$ cat src/rtl/div_pkg.sv
// div_pkg: shared definitions for the RV32M divide-group controller.
//   DW            operand / result width
//   F3_*          funct3 encodings of DIV, DIVU, REM, REMU
//   DIV_ZERO_Q    quotient returned for a zero divisor (all ones)
//   INT_MIN       most negative signed value (signed-overflow dividend/quotient)
//   state_e       controller FSM states
//   res_sel_e     quotient / remainder result select
package div_pkg;

    localparam int unsigned DW = 32;

    localparam logic [2:0] F3_DIV  = 3'b100;
    localparam logic [2:0] F3_DIVU = 3'b101;
    localparam logic [2:0] F3_REM  = 3'b110;
    localparam logic [2:0] F3_REMU = 3'b111;

    localparam logic [DW-1:0] DIV_ZERO_Q = '1;
    localparam logic [DW-1:0] INT_MIN    = {1'b1, {(DW-1){1'b0}}};

    typedef enum logic [2:0] {
        S_IDLE,
        S_ISSUE,
        S_WAIT,
        S_WB,
        S_DRAIN
    } state_e;

    typedef enum logic {
        SEL_QUOT,
        SEL_REM
    } res_sel_e;

endpackage

$ cat src/rtl/div_special.sv
// div_special: combinational decode of the RISC-V divide special cases.
//   funct3_i  M-extension funct3 (1xx = divide group)
//   rs1_i     dividend
//   rs2_i     divisor
//   hit_o     operands resolve without the divider core
//   result_o  architectural result when hit_o is set
//   sel_o     quotient / remainder select for the op
// Multiply-group funct3 values (0xx) never produce a hit, so the same
// decode can sit in front of the multiplier path.
module div_special
    import div_pkg::*;
(
    input  logic [2:0]    funct3_i,
    input  logic [DW-1:0] rs1_i,
    input  logic [DW-1:0] rs2_i,
    output logic          hit_o,
    output logic [DW-1:0] result_o,
    output res_sel_e      sel_o
);

    logic is_div_grp;
    logic is_signed;
    logic is_rem;
    logic div_zero;
    logic sgn_ovf;

    always_comb begin
        is_div_grp = funct3_i[2];
        is_signed  = ~funct3_i[0];
        is_rem     = funct3_i[1];
        div_zero   = (rs2_i == '0);
        sgn_ovf    = is_signed && (rs1_i == INT_MIN) && (rs2_i == '1);

        sel_o    = is_rem ? SEL_REM : SEL_QUOT;
        hit_o    = 1'b0;
        result_o = '0;

        // Zero divisor takes priority over signed overflow.
        if (is_div_grp) begin
            if (div_zero) begin
                hit_o    = 1'b1;
                result_o = is_rem ? rs1_i : DIV_ZERO_Q;
            end else if (sgn_ovf) begin
                hit_o    = 1'b1;
                result_o = is_rem ? '0 : INT_MIN;
            end
        end
    end

endmodule

$ cat src/rtl/div_ctrl.sv
// div_ctrl: execute-stage controller for DIV/DIVU/REM/REMU.
//   clk, rst                 clock; synchronous active-low reset
//   op_valid_i, funct3_i     decoded divide op in execute
//   rs1_i, rs2_i, rd_addr_i  operands and destination
//   flush_i                  pipeline kill of the current op
//   div_*_o                  operands, mode and start strobe to the divider core
//   div_quot_i, div_rem_i    core results
//   div_done_i, div_busy_i   core status
//   stall_o                  freeze upstream pipeline
//   wb_en_o/addr_o/data_o    one-cycle register writeback
// Special cases and a one-entry result cache complete one cycle after
// acceptance; everything else goes through the core.
module div_ctrl
    import div_pkg::*;
(
    input  logic          clk,
    input  logic          rst,
    input  logic          op_valid_i,
    input  logic [2:0]    funct3_i,
    input  logic [DW-1:0] rs1_i,
    input  logic [DW-1:0] rs2_i,
    input  logic [4:0]    rd_addr_i,
    input  logic          flush_i,
    output logic [DW-1:0] div_dividend_o,
    output logic [DW-1:0] div_divisor_o,
    output logic          div_signed_o,
    output logic          div_en_o,
    input  logic [DW-1:0] div_quot_i,
    input  logic [DW-1:0] div_rem_i,
    input  logic          div_done_i,
    input  logic          div_busy_i,
    output logic          stall_o,
    output logic          wb_en_o,
    output logic [4:0]    wb_addr_o,
    output logic [DW-1:0] wb_data_o
);

    state_e        state_q;

    // Latched op
    logic [DW-1:0] op_a_q;
    logic [DW-1:0] op_b_q;
    logic          op_signed_q;
    logic          op_rem_q;

    // Writeback registers
    logic          wb_en_q;
    logic [4:0]    wb_addr_q;
    logic [DW-1:0] wb_data_q;

    // One-entry result cache
    logic          c_valid_q;
    logic [DW-1:0] c_a_q;
    logic [DW-1:0] c_b_q;
    logic          c_signed_q;
    logic [DW-1:0] c_quot_q;
    logic [DW-1:0] c_rem_q;

    logic          sp_hit;
    logic [DW-1:0] sp_result;
    res_sel_e      sp_sel;

    logic          in_signed;
    logic          c_hit_d;
    logic [DW-1:0] c_data_d;

    div_special u_special (
        .funct3_i (funct3_i),
        .rs1_i    (rs1_i),
        .rs2_i    (rs2_i),
        .hit_o    (sp_hit),
        .result_o (sp_result),
        .sel_o    (sp_sel)
    );

    always_comb begin
        in_signed = ~funct3_i[0];
        c_hit_d   = c_valid_q && (rs1_i == c_a_q) && (rs2_i == c_b_q) &&
                    (in_signed == c_signed_q);
        c_data_d  = (sp_sel == SEL_REM) ? c_rem_q : c_quot_q;
    end

    always_ff @(posedge clk) begin
        if (!rst) begin
            state_q     <= S_IDLE;
            op_a_q      <= '0;
            op_b_q      <= '0;
            op_signed_q <= 1'b0;
            op_rem_q    <= 1'b0;
            wb_en_q     <= 1'b0;
            wb_addr_q   <= '0;
            wb_data_q   <= '0;
            c_valid_q   <= 1'b0;
            c_a_q       <= '0;
            c_b_q       <= '0;
            c_signed_q  <= 1'b0;
            c_quot_q    <= '0;
            c_rem_q     <= '0;
        end else begin
            wb_en_q <= 1'b0;
            case (state_q)
                S_IDLE: begin
                    if (op_valid_i) begin
                        op_a_q      <= rs1_i;
                        op_b_q      <= rs2_i;
                        op_signed_q <= in_signed;
                        op_rem_q    <= (sp_sel == SEL_REM);
                        wb_addr_q   <= rd_addr_i;
                        if (sp_hit) begin
                            wb_data_q <= sp_result;
                            wb_en_q   <= 1'b1;
                            state_q   <= S_WB;
                        end else if (c_hit_d) begin
                            wb_data_q <= c_data_d;
                            wb_en_q   <= 1'b1;
                            state_q   <= S_WB;
                        end else begin
                            state_q <= S_ISSUE;
                        end
                    end
                end
                S_ISSUE: begin
                    if (flush_i) begin
                        c_valid_q <= 1'b0;
                        state_q   <= S_DRAIN;
                    end else if (!div_busy_i) begin
                        state_q <= S_WAIT;
                    end
                end
                S_WAIT: begin
                    // Flush beats a coincident done: nothing is cached or written.
                    if (flush_i) begin
                        c_valid_q <= 1'b0;
                        state_q   <= S_DRAIN;
                    end else if (div_done_i) begin
                        c_valid_q  <= 1'b1;
                        c_a_q      <= op_a_q;
                        c_b_q      <= op_b_q;
                        c_signed_q <= op_signed_q;
                        c_quot_q   <= div_quot_i;
                        c_rem_q    <= div_rem_i;
                        wb_data_q  <= op_rem_q ? div_rem_i : div_quot_i;
                        wb_en_q    <= 1'b1;
                        state_q    <= S_WB;
                    end
                end
                S_WB: begin
                    state_q <= S_IDLE;
                end
                S_DRAIN: begin
                    if (!div_busy_i && !div_done_i) begin
                        state_q <= S_IDLE;
                    end
                end
                default: begin
                    state_q <= S_IDLE;
                end
            endcase
        end
    end

    // The start strobe is qualified with the live busy/flush inputs so it
    // never fires into a busy core nor for an op killed in ISSUE.
    assign div_en_o       = (state_q == S_ISSUE) && !div_busy_i && !flush_i;
    assign div_dividend_o = op_a_q;
    assign div_divisor_o  = op_b_q;
    assign div_signed_o   = op_signed_q;

    assign stall_o = ((state_q == S_IDLE) && op_valid_i) ||
                     (state_q == S_ISSUE) || (state_q == S_WAIT) ||
                     (state_q == S_DRAIN);

    // A flush in the writeback cycle kills the registered strobe.
    assign wb_en_o   = wb_en_q && !flush_i;
    assign wb_addr_o = wb_addr_q;
    assign wb_data_o = wb_data_q;

endmodule

$ cat config.mk
export PLATFORM = sky130hd
export DESIGN_NAME = div_ctrl
export DESIGN_NICKNAME = d
export VERILOG_FILES = /design/src/rtl/div_pkg.sv /design/src/rtl/div_special.sv /design/src/rtl/div_ctrl.sv
export SDC_FILE = /design/constraint.sdc
export NUM_CORES = 1
export LEC_CHECK = 0
export ABC_CLOCK_PERIOD_IN_PS = 8000
export CAP_MARGIN = 25
export CORE_ASPECT_RATIO = 1.25
export CORE_MARGIN = 8
export CORE_UTILIZATION = 56
export DETAILED_ROUTE_END_ITERATION = 10
export PLACE_DENSITY = 0.94
export SYNTH_ARGS = -nofsm -noshare
export SYNTH_HDL_FRONTEND = slang
export SYNTH_HIERARCHICAL = 1
export SYNTH_SLANG_ARGS = --single-unit
$ cat constraint.sdc
create_clock -name clk -period 8 [get_ports clk]
set_clock_uncertainty 0.1 [all_clocks]
set_input_delay 2 -clock clk [delete_from_list [all_inputs] [get_ports clk]]
set_output_delay 2 -clock clk [all_outputs]
set_load 0.01 [all_outputs]
==> results of run 1 <==
[per-layer routing]
metal  vias to the layer above  part of all wire (%)
met4                         0                   6.3
met2                       831                    48
met3                       199                   9.6
met5                         -                     0
met1                      6005                    37
li1                       5820                     -
[worst max path at each step]
| stage | from | to | slack, ns | cells after the start |
|---|---|---|---|---|
| detailed placement | rs2_i[9] | wb_data_o[31] | 2.25 | 12 |
| CTS | flush_i | div_en_o | 2.28 | 3 |
| global placement | flush_i | div_en_o | 2.29 | 3 |
| global route | flush_i | div_en_o | 2.15 | 3 |
| floorplan | flush_i | div_en_o | 3.47 | 1 |
| finish | flush_i | div_en_o | 2.22 | 3 |
[final cells by class]
cell class	instances	area share (%)
flip-flops and latches	237	31.22
repair buffers	266	17.58
clock inverters	8	0.6337
clock buffers	31	4.247
multi-input cells	1176	42.84
diodes	1	0.01646
inverters	46	1.169
well taps	279	2.296
[state kept, by name, summed over array words and instances (netlist names)]
signal          cells
c_signed_q          1
c_a_q              32
c_valid_q           1
wb_addr_o           5
div_signed_o        1
wb_data_o          32
c_rem_q            32
c_quot_q           32
c_b_q              32
div_divisor_o      32
state_q             3
div_dividend_o     32
op_rem_q            1
wb_en_q             1
[worst max-delay path: stages]
cell and delay (ns):
clkdlybuf4s50_1 0.53, nor4_1 0.51, clkdlybuf4s50_1 0.64
[report_power, final]
part           leakage, nW  switching, W  internal, W
combinational         2.84      0.000258     0.000252
sequential            1.92     0.0000641      0.00124
clock                0.365      0.000475     0.000629
total                 5.13      0.000797      0.00212
[placed cells by master, fill, tap and decap left out, drive strengths merged, types with 32 or more instances in the layout]
| cell type | count |
|---|---|
| nand2 | 466 |
| clkdlybuf4s50 | 245 |
| dfxtp | 237 |
| a21oi | 235 |
| mux2i | 64 |
| nand4 | 64 |
| inv | 46 |
| xnor2 | 42 |
| nand3 | 38 |
| o21ai | 35 |
| a31oi | 34 |
| o211ai | 33 |
| o21a | 32 |
| a22o | 32 |
[cells by family (layout without fill, tap and decap cells)]
logic type | Yosys count | count (layout)
compound gates | 417 | 417
xor+xnor | 45 | 45
buf+inv | 177 | 351
flops | 237 | 237
mux | 64 | 64
other cells | 0 | 1
simple gates | 650 | 650
[stage by stage]
| stage | setup WS, ns | cell area, um^2 | util, % | total power [W] |
|---|---|---|---|---|
| after CTS | 2.278 | 15130 | 70.94 | 0.002903 |
| after floorplan | 3.467 | 12070 | - | 0.001540 |
| after global routing | 2.150 | 15200 | 71.31 | 0.002997 |
| final | 2.221 | 15200 | 71.31 | 0.002915 |
| after global placement | 2.295 | 14360 | 67.37 | 0.001807 |
| after detailed placement | 2.248 | 14380 | 67.46 | 0.001822 |
==> out/qor.yml, run 1 <==
status: "finished, final reports clean"
grt_pass1_vias: 12510
yosysWarnings: 6
clkLatencyLatePin_ns: 0.52
min_from: "c_quot_q[21]"
rsz0062_at_grt: "false"
drtIter0Drc: 1653
holdPathEnd: "c_quot_q[21]"
coreArea_mm2: 0.02132
startpoint_type: "input pin"
postCtsSetupRepairBufs: 0
drc: 0
grt_pass1_wl_um: 67500
syn_inst: 1590
via_count: 12860
ys_seq_elements: 237
synth-edff-count: 0
seq_area_frac_synth_pct: 39.30
netlist_top_cells_count: "nand2_1, dfxtp_1, a21oi_1"
wl_um: 43610
cts_buffer_depth: 3
start_util_pct: 56.63
fmax_ghz: 0.1730
regArea_mm2: 0.004746
synth-xor-area-share_pct: 3.265
holdBufCountCts: 0
ir_drop_mv: 0.1584
synthFlopType: "dfxtp_1"
synth_mux_area_share_pct: 5.306
track_usage_pct: 31.02
synth_compound_area_share_pct: 20.68
final_max_slew_viol_count: 0
worstReg2RegEnd: "c_b_q[24]"
area_delta_synth_final_pct: 25.93
crit_type: "in2out"
synth_top_family_by_area: "simple AND/OR/NAND/NOR gates"
cts_sinks: 237
final-hold-violation-count: 0
grt_use_met2_pct: 51.58
post-place-cells: 2001
r2r_slack_ns: 3.74
grt.met3_usage_pct: 6.206
die_x_um: 147.3
grt_overflow: 0
cts_tree: "yes"
path_clk_slew_ns: 0.06
cp.required_ns: 5.90
instances_no_fill: 2044
drive_gt1_share_pct: 4.195
fin_crit_ns: 5.779
r2r_cells: 6
async_flop_share_pct: 0
whs_path_depth: 2
synth_nets: 1732
finalSetupTns_ns: 0
worstSetupEndpointType: "output pin"
yosysTopAreaCell: "dfxtp_1"
hold_ws_ns: 0.3538
yosys.area_share.simple_pct: 24.43
synth_area_mm2: 0.01207
multi_input_area_mm2: 0.006514
dp_hpwl_um: 29670
portBuffers: 246
ctsResizeCount: 0
post-synth-top-count-cell: "nand2_1"
slew_headroom_pct: 28.25
fin_crit_sh_pct: 72.24
drv_cap: 0
ios: 247
crit_arrival_ns: 3.68
grt_use_met1_pct: 36.30
routabilityCongestion: 0.9924
cts_buffers: 23
r2r_start: "state_q[1]"
nets: 1892
cts-root-buf: "clkbuf_16"
avgViaCountPerCell: 6.289
fp-row-count: 60
antenna_found_initial: 1
die_h_um: 180.2
ant_nets: 0
syn_avg_cell_area_um2: 7.593
hp-class: "reg2reg"
cp_max_fo: 4
grt_start_max_net_pins: 131
die-area_mm2: 0.02654
routedWlPerCell_um: 21.34
grt_busiest_layer: "met2"
synthAdderAreaFrac_pct: 0
power_leakage_nw: 5.125
synthTopCellsByArea: "dfxtp_1, nand2_1, a21oi_1, mux2i_1, nand4_1"
yosysUniqueCellTypes: 51
setup_violations: 0
tightest_slew_ns: 1.075
fill_cells: 1643
yosysTopAreaCellShare_pct: 39.30
dr.pass1.iters: 6
htree_num_levels: 1
powerDensity_mw_per_mm2: 191.7
(Power assumes the default switching activity.)
==> inputs of run 2 (changes only) <==
--- a/config.mk
+++ b/config.mk
@@ -5,13 +5,13 @@
 export SDC_FILE = /design/constraint.sdc
 export NUM_CORES = 1
 export LEC_CHECK = 0
-export ABC_CLOCK_PERIOD_IN_PS = 8000
+export ABC_CLOCK_PERIOD_IN_PS = 5800
 export CAP_MARGIN = 25
 export CORE_ASPECT_RATIO = 1.25
 export CORE_MARGIN = 8
-export CORE_UTILIZATION = 56
+export CORE_UTILIZATION = 52
 export DETAILED_ROUTE_END_ITERATION = 10
-export PLACE_DENSITY = 0.94
+export PLACE_DENSITY = 0.89
 export SYNTH_ARGS = -nofsm -noshare
 export SYNTH_HDL_FRONTEND = slang
 export SYNTH_HIERARCHICAL = 1
==> constraint.sdc (replaced) <==
create_clock -name clk -period 5.8 [get_ports clk]
set_clock_uncertainty 0.1 [all_clocks]
set_input_delay 1.45 -clock clk [delete_from_list [all_inputs] [get_ports clk]]
set_output_delay 1.45 -clock clk [all_outputs]
set_load 0.01 [all_outputs]
==> run 2 against run 1 <==
Utilization fell by 4.1 points. Die area up 6.9%. Combinational power up 39%. Flip-flop and latch count is the same. Power grew 44%. Sequential share of layout area shrank 0.38 points. Register-to-register slack got worse by 1.1 ns. Critical path type unchanged. Largest power group unchanged.
==> out/qor.yml, run 2 (synthesized netlist as in run 1, its figures left out) <==
hp-class: "reg2reg"
cp_max_fo: 4
path_clk_slew_ns: 0.06
ios: 247
routabilityCongestion: 1.056
layout_common_cells: "nand2_1, clkdlybuf4s50_1, dfxtp_1"
coreArea_mm2: 0.02288
nets: 1903
ant_nets: 0
via_count: 12660
postCtsSetupRepairBufs: 0
cts_buffer_depth: 3
htree_num_levels: 1
ctsResizeCount: 0
ir_drop_mv: 0.2356
finalSetupTns_ns: 0
avgViaCountPerCell: 6.123
placed_area_mm2: 0.01452
combPwrFrac_pct: 16.8
power_leakage_nw: 5.216
grt_overflow: 0
worstSetupEndpointType: "output pin"
startpoint_type: "input pin"
track_usage_pct: 28.61
layout_commonest_cell: "nand2_1"
status: "finished, final reports clean"
drive_gt1_share_pct: 4.890
holdPathEnd: "c_quot_q[24]"
portBuffers: 246
fill_cells: 1814
min_from: "c_quot_q[24]"
switching_share_pct: 26.36
grt_pass1_vias: 12240
multi_input_area_mm2: 0.006514
switching_power_w: 0.001107
drc: 0
cts-root-buf: "clkbuf_16"
clkLatencyLatePin_ns: 0.53
regArea_mm2: 0.004746
area_delta_synth_final_pct: 27.47
wl_um: 43010
dr.pass1.iters: 6
power_frac_seq_pct: 42.7
fmax_ghz: 0.2120
cts_tree: "yes"
pwr-share-clk_pct: 40.5
whs_path_depth: 2
crit_type: "in2out"
power.internal_w: 0.003092
cp.required_ns: 4.25
fp-row-count: 62
grt_start_max_net_pins: 237
drv_cap: 0
drtIter0Drc: 1251
final-hold-violation-count: 0
fin_crit_ns: 4.718
grt_pass1_wl_um: 66990
tightest_slew_ns: 1.107
die_x_um: 152.3
critPathTopFamily: "buffers and inverters"
r2r_cells: 5
cts_buffers: 25
crit_arrival_ns: 3.17
hold_ws_ns: 0.3529
stdcell_area_mm2: 0.01539
r2r_slack_ns: 2.64
die_h_um: 186.4
die-area_mm2: 0.02838
r2r_start: "state_q[1]"
routedWlPerCell_um: 20.80
crit_chain: "clkdlybuf4s50_1 > nor4_1 > clkdlybuf4s50_1"
cts_sinks: 237
cpMostUsedCell: "clkdlybuf4s50_1"
worst_path_max_delay_cell: "clkdlybuf4s50_1"
dp_hpwl_um: 29950
worstReg2RegEnd: "c_rem_q[7]"
powerDensity_mw_per_mm2: 272.8
final_max_slew_viol_count: 0
setup_violations: 0
slew_headroom_pct: 26.17
start_util_pct: 52.76
rsz0062_at_grt: "false"
final_util_pct: 67.25
total_power_w: 0.004198
holdBufCountCts: 0
antenna_found_initial: 1
path_buf_inv: 2
critPathMaxStageDelay_ns: 0.65
fin_crit_sh_pct: 81.34
[run 2: changes by cell type in the layout (fill, tap and decap cells not counted), sizes merged]
| cell | before | now |
|---|---|---|
| clkbuf | 31 | 36 |
| bufinv | 2 | 4 |
| clkinv | 5 | 4 |
| buf | 21 | 30 |
[run 2: worst max path at each step]
stage | start | endpoint | slack [ns] | cells past startpoint
4_1_cts | flush_i | div_en_o | 1.12 | 3
2_1_floorplan | rs1_i[30] | wb_data_o[30] | 1.92 | 11
3_5_place_dp | rs1_i[5] | wb_data_o[8] | 0.88 | 10
6_report | flush_i | div_en_o | 1.08 | 3
5_1_grt | flush_i | div_en_o | 1.08 | 3
3_3_place_gp | rs1_i[5] | wb_data_o[2] | 0.86 | 10
[run 2: layer usage]
layer	part of all wire, %	track usage [%]	wire length (um)	vias to the layer above
met4	5.8	15.72	2482	0
li1	-	-	-	5824
met2	48	49.01	20620	758
met3	9.3	5.733	4013	167
met1	37	33.00	15900	5913
met5	0	0	0	-
[run 2: power groups by stage]
stage | logic [W] | clock network (W) | registers [W]
3_5_place_dp | 0.000698 | 0 | 0.00182
3_3_place_gp | 0.000680 | 0 | 0.00182
2_1_floorplan | 0.000289 | 0 | 0.00184
4_1_cts | 0.000701 | 0.00171 | 0.00179
5_1_grt | 0.000750 | 0.00179 | 0.00180
6_report | 0.000707 | 0.00170 | 0.00179
[run 2: per-stage QoR]
step / setup WS (ns) / cells
2_1_floorplan: 1.917 / 1590
3_3_place_gp: 0.8588 / 2021
3_5_place_dp: 0.8843 / 2022
4_1_cts: 1.117 / 2067
5_1_grt: 1.078 / 2068
6_report: 1.082 / 2068
[run 2: area by class of cell]
type,instances,share of cell area (%)
clock buffers,36,4.659
clock inverters,9,0.9593
inverters,46,1.154
repair buffers,275,17.71
well taps,288,2.341
diodes,1,0.01626
flip-flops and latches,237,30.84
multi-input cells,1176,42.33
[run 2: worst register-to-register path: stages, from the launching register on]
cell and delay [ns]:
dfxtp_1 0.62, nor3b_4 0.60, nand3_4 0.74, buf_4 0.65, nand2_1 0.17, a21oi_1 0.10
==> inputs of run 3 (changes only) <==
--- a/config.mk
+++ b/config.mk
@@ -5,7 +5,7 @@
 export SDC_FILE = /design/constraint.sdc
 export NUM_CORES = 1
 export LEC_CHECK = 0
-export ABC_CLOCK_PERIOD_IN_PS = 5800
+export ABC_CLOCK_PERIOD_IN_PS = 4650
 export CAP_MARGIN = 25
 export CORE_ASPECT_RATIO = 1.25
 export CORE_MARGIN = 8
==> constraint.sdc (replaced) <==
create_clock -name clk -period 4.65 [get_ports clk]
set_clock_uncertainty 0.1 [all_clocks]
set_input_delay 1.1625 -clock clk [delete_from_list [all_inputs] [get_ports clk]]
set_output_delay 1.1625 -clock clk [all_outputs]
set_load 0.01 [all_outputs]
==> run 3 against run 2 <==
Power grew 25%. Worst setup slack worse by 0.41 ns. Routed wire length rose by 2.4%. Cell area increased by 1.2%. Register-to-register slack worse by 1.2 ns. Non-clock buffer count up 20. Combinational power rose by 27%. Via count up 1.7%. Global-route usage is 0.62 points higher. Count of clock-buffer cells in the layout up 2. Utilization rose by 0.81 points. First-iteration DRC count up 5.4%. Critical path type is now in2reg. Critical endpoint is now wb_data_o[20]. Largest cell class unchanged.
==> out/qor.yml, run 3 (synthesized netlist as in run 1, its figures left out) <==
min_from: "c_quot_q[2]"
final-hold-violation-count: 0
powerDensity_mw_per_mm2: 337.2
crit_type: "in2reg"
cts_tree: "yes"
r2r_slack_ns: 1.49
cts_buffers: 24
post-place-cells: 2042
cp.required_ns: 4.93
hp-class: "reg2reg"
final_max_slew_viol_count: 0
final_util_pct: 68.06
cts_sinks: 237
grt_start_max_net_pins: 147
slew_headroom_pct: 33.52
holdBufCountCts: 0
fp-row-count: 62
cts-root-buf: "clkbuf_16"
via_count: 12870
startpoint_type: "input pin"
coreArea_mm2: 0.02288
ant_nets: 0
grt_pass1_wl_um: 68040
cts_buffer_depth: 3
worstSetupEndpointType: "flop"
path_clk_slew_ns: 0.06
layout_common_cells: "nand2_1, clkdlybuf4s50_1, dfxtp_1"
wl_um: 44060
layout_commonest_cell: "nand2_1"
routedWlPerCell_um: 21.10
postCtsSetupRepairBufs: 0
rsz0062_at_grt: "false"
htree_num_levels: 1
dr.pass1.iters: 6
worstReg2RegEnd: "c_rem_q[12]"
fin_crit_ns: 3.975
finalSetupTns_ns: 0
setup_violations: 0
fin_crit_sh_pct: 85.48
die-area_mm2: 0.02838
setup_ws_ns: 0.6751
die_x_um: 152.3
ir_drop_mv: 0.2556
avgViaCountPerCell: 6.165
whs_path_depth: 2
dpl_worst_slack_ns: 0.2231
tightest_slew_ns: 0.9898
drv_cap: 0
fmax_ghz: 0.2516
status: "finished, final reports clean"
dp_hpwl_um: 30630
start_util_pct: 52.76
drive_gt1_share_pct: 6.007
instances_no_fill: 2088
die_h_um: 186.4
total_power_w: 0.005252
cp_max_fo: 44
nets: 1922
clkLatencyLatePin_ns: 0.53
r2r_cells: 5
track_usage_pct: 29.23
routabilityCongestion: 1.005
area_delta_synth_final_pct: 29.02
power_leakage_nw: 5.333
grt_pass1_vias: 12500
ctsResizeCount: 0
ios: 247
crit_arrival_ns: 4.26
portBuffers: 246
drc: 0
drtIter0Drc: 1319
r2r_start: "state_q[1]"
grt_overflow: 0
antenna_found_initial: 1
holdPathEnd: "c_quot_q[2]"
==> run 3: cell types whose count changed in the layout (fill, tap and decap cells not counted), sizes merged <==
cell / before / now
clkinvlp: 1 / 0
clkbuf: 36 / 38
clkinv: 4 / 3
buf: 30 / 50
diode: 1 / 2
bufinv: 4 / 3
==> run 3: layout make-up <==
type	count	area [um^2]
diodes	2	5.005
clock buffers	38	764.5
clock inverters	6	108.9
fillers	1781	7308
inverters	46	177.7
multi-input cells	1176	6514
flip-flops and latches	237	4746
well taps	288	360.3
repair buffers	295	2900
==> run 3: metrics by stage <==
stage,area [um^2],hold slack (ns)
after global routing,15570,0.3689
after detailed placement,14700,0.3466
after floorplan,12070,0.3357
after CTS,15570,0.3552
after global placement,14680,0.3406
final,15580,0.3557
==> run 3: where the power goes <==
group          switching, W  internal, W
registers          0.000108      0.00213
logic              0.000449     0.000445
clock network      0.000827      0.00129
==> run 3: how the worst max path moves through the flow <==
stage / start / to / slack [ns] / cells after the start
5_1_grt: rs2_i[17] / wb_data_o[9] / 0.57 / 12
6_report: rs1_i[7] / wb_data_o[20] / 0.68 / 12
3_5_place_dp: rs1_i[25] / wb_data_o[2] / 0.22 / 11
2_1_floorplan: rs1_i[30] / wb_data_o[30] / 1.05 / 11
3_3_place_gp: rs1_i[25] / wb_data_o[4] / 0.28 / 11
4_1_cts: flush_i / div_en_o / 0.76 / 3
==> run 3: worst max-delay path, cell delays in order <==
cell and delay (ns):
clkdlybuf4s50_1 0.52, nor4_1 0.35, buf_4 0.16, nand4_1 0.33, o41ai_4 0.51, buf_12 0.22, buf_12 0.22, o21ai_0 0.13
o21a_1 0.20, a22o_1 0.20, a31oi_1 0.14, o211ai_1 0.10
==> run 3: routing by layer <==
layer,GRT usage (%),vias to the layer above,wire length (um)
li1,-,5867,-
met1,33.40,5955,15860
met2,50.19,878,21050
met3,5.062,173,4274
met4,17.95,0,2879
met5,0,-,0
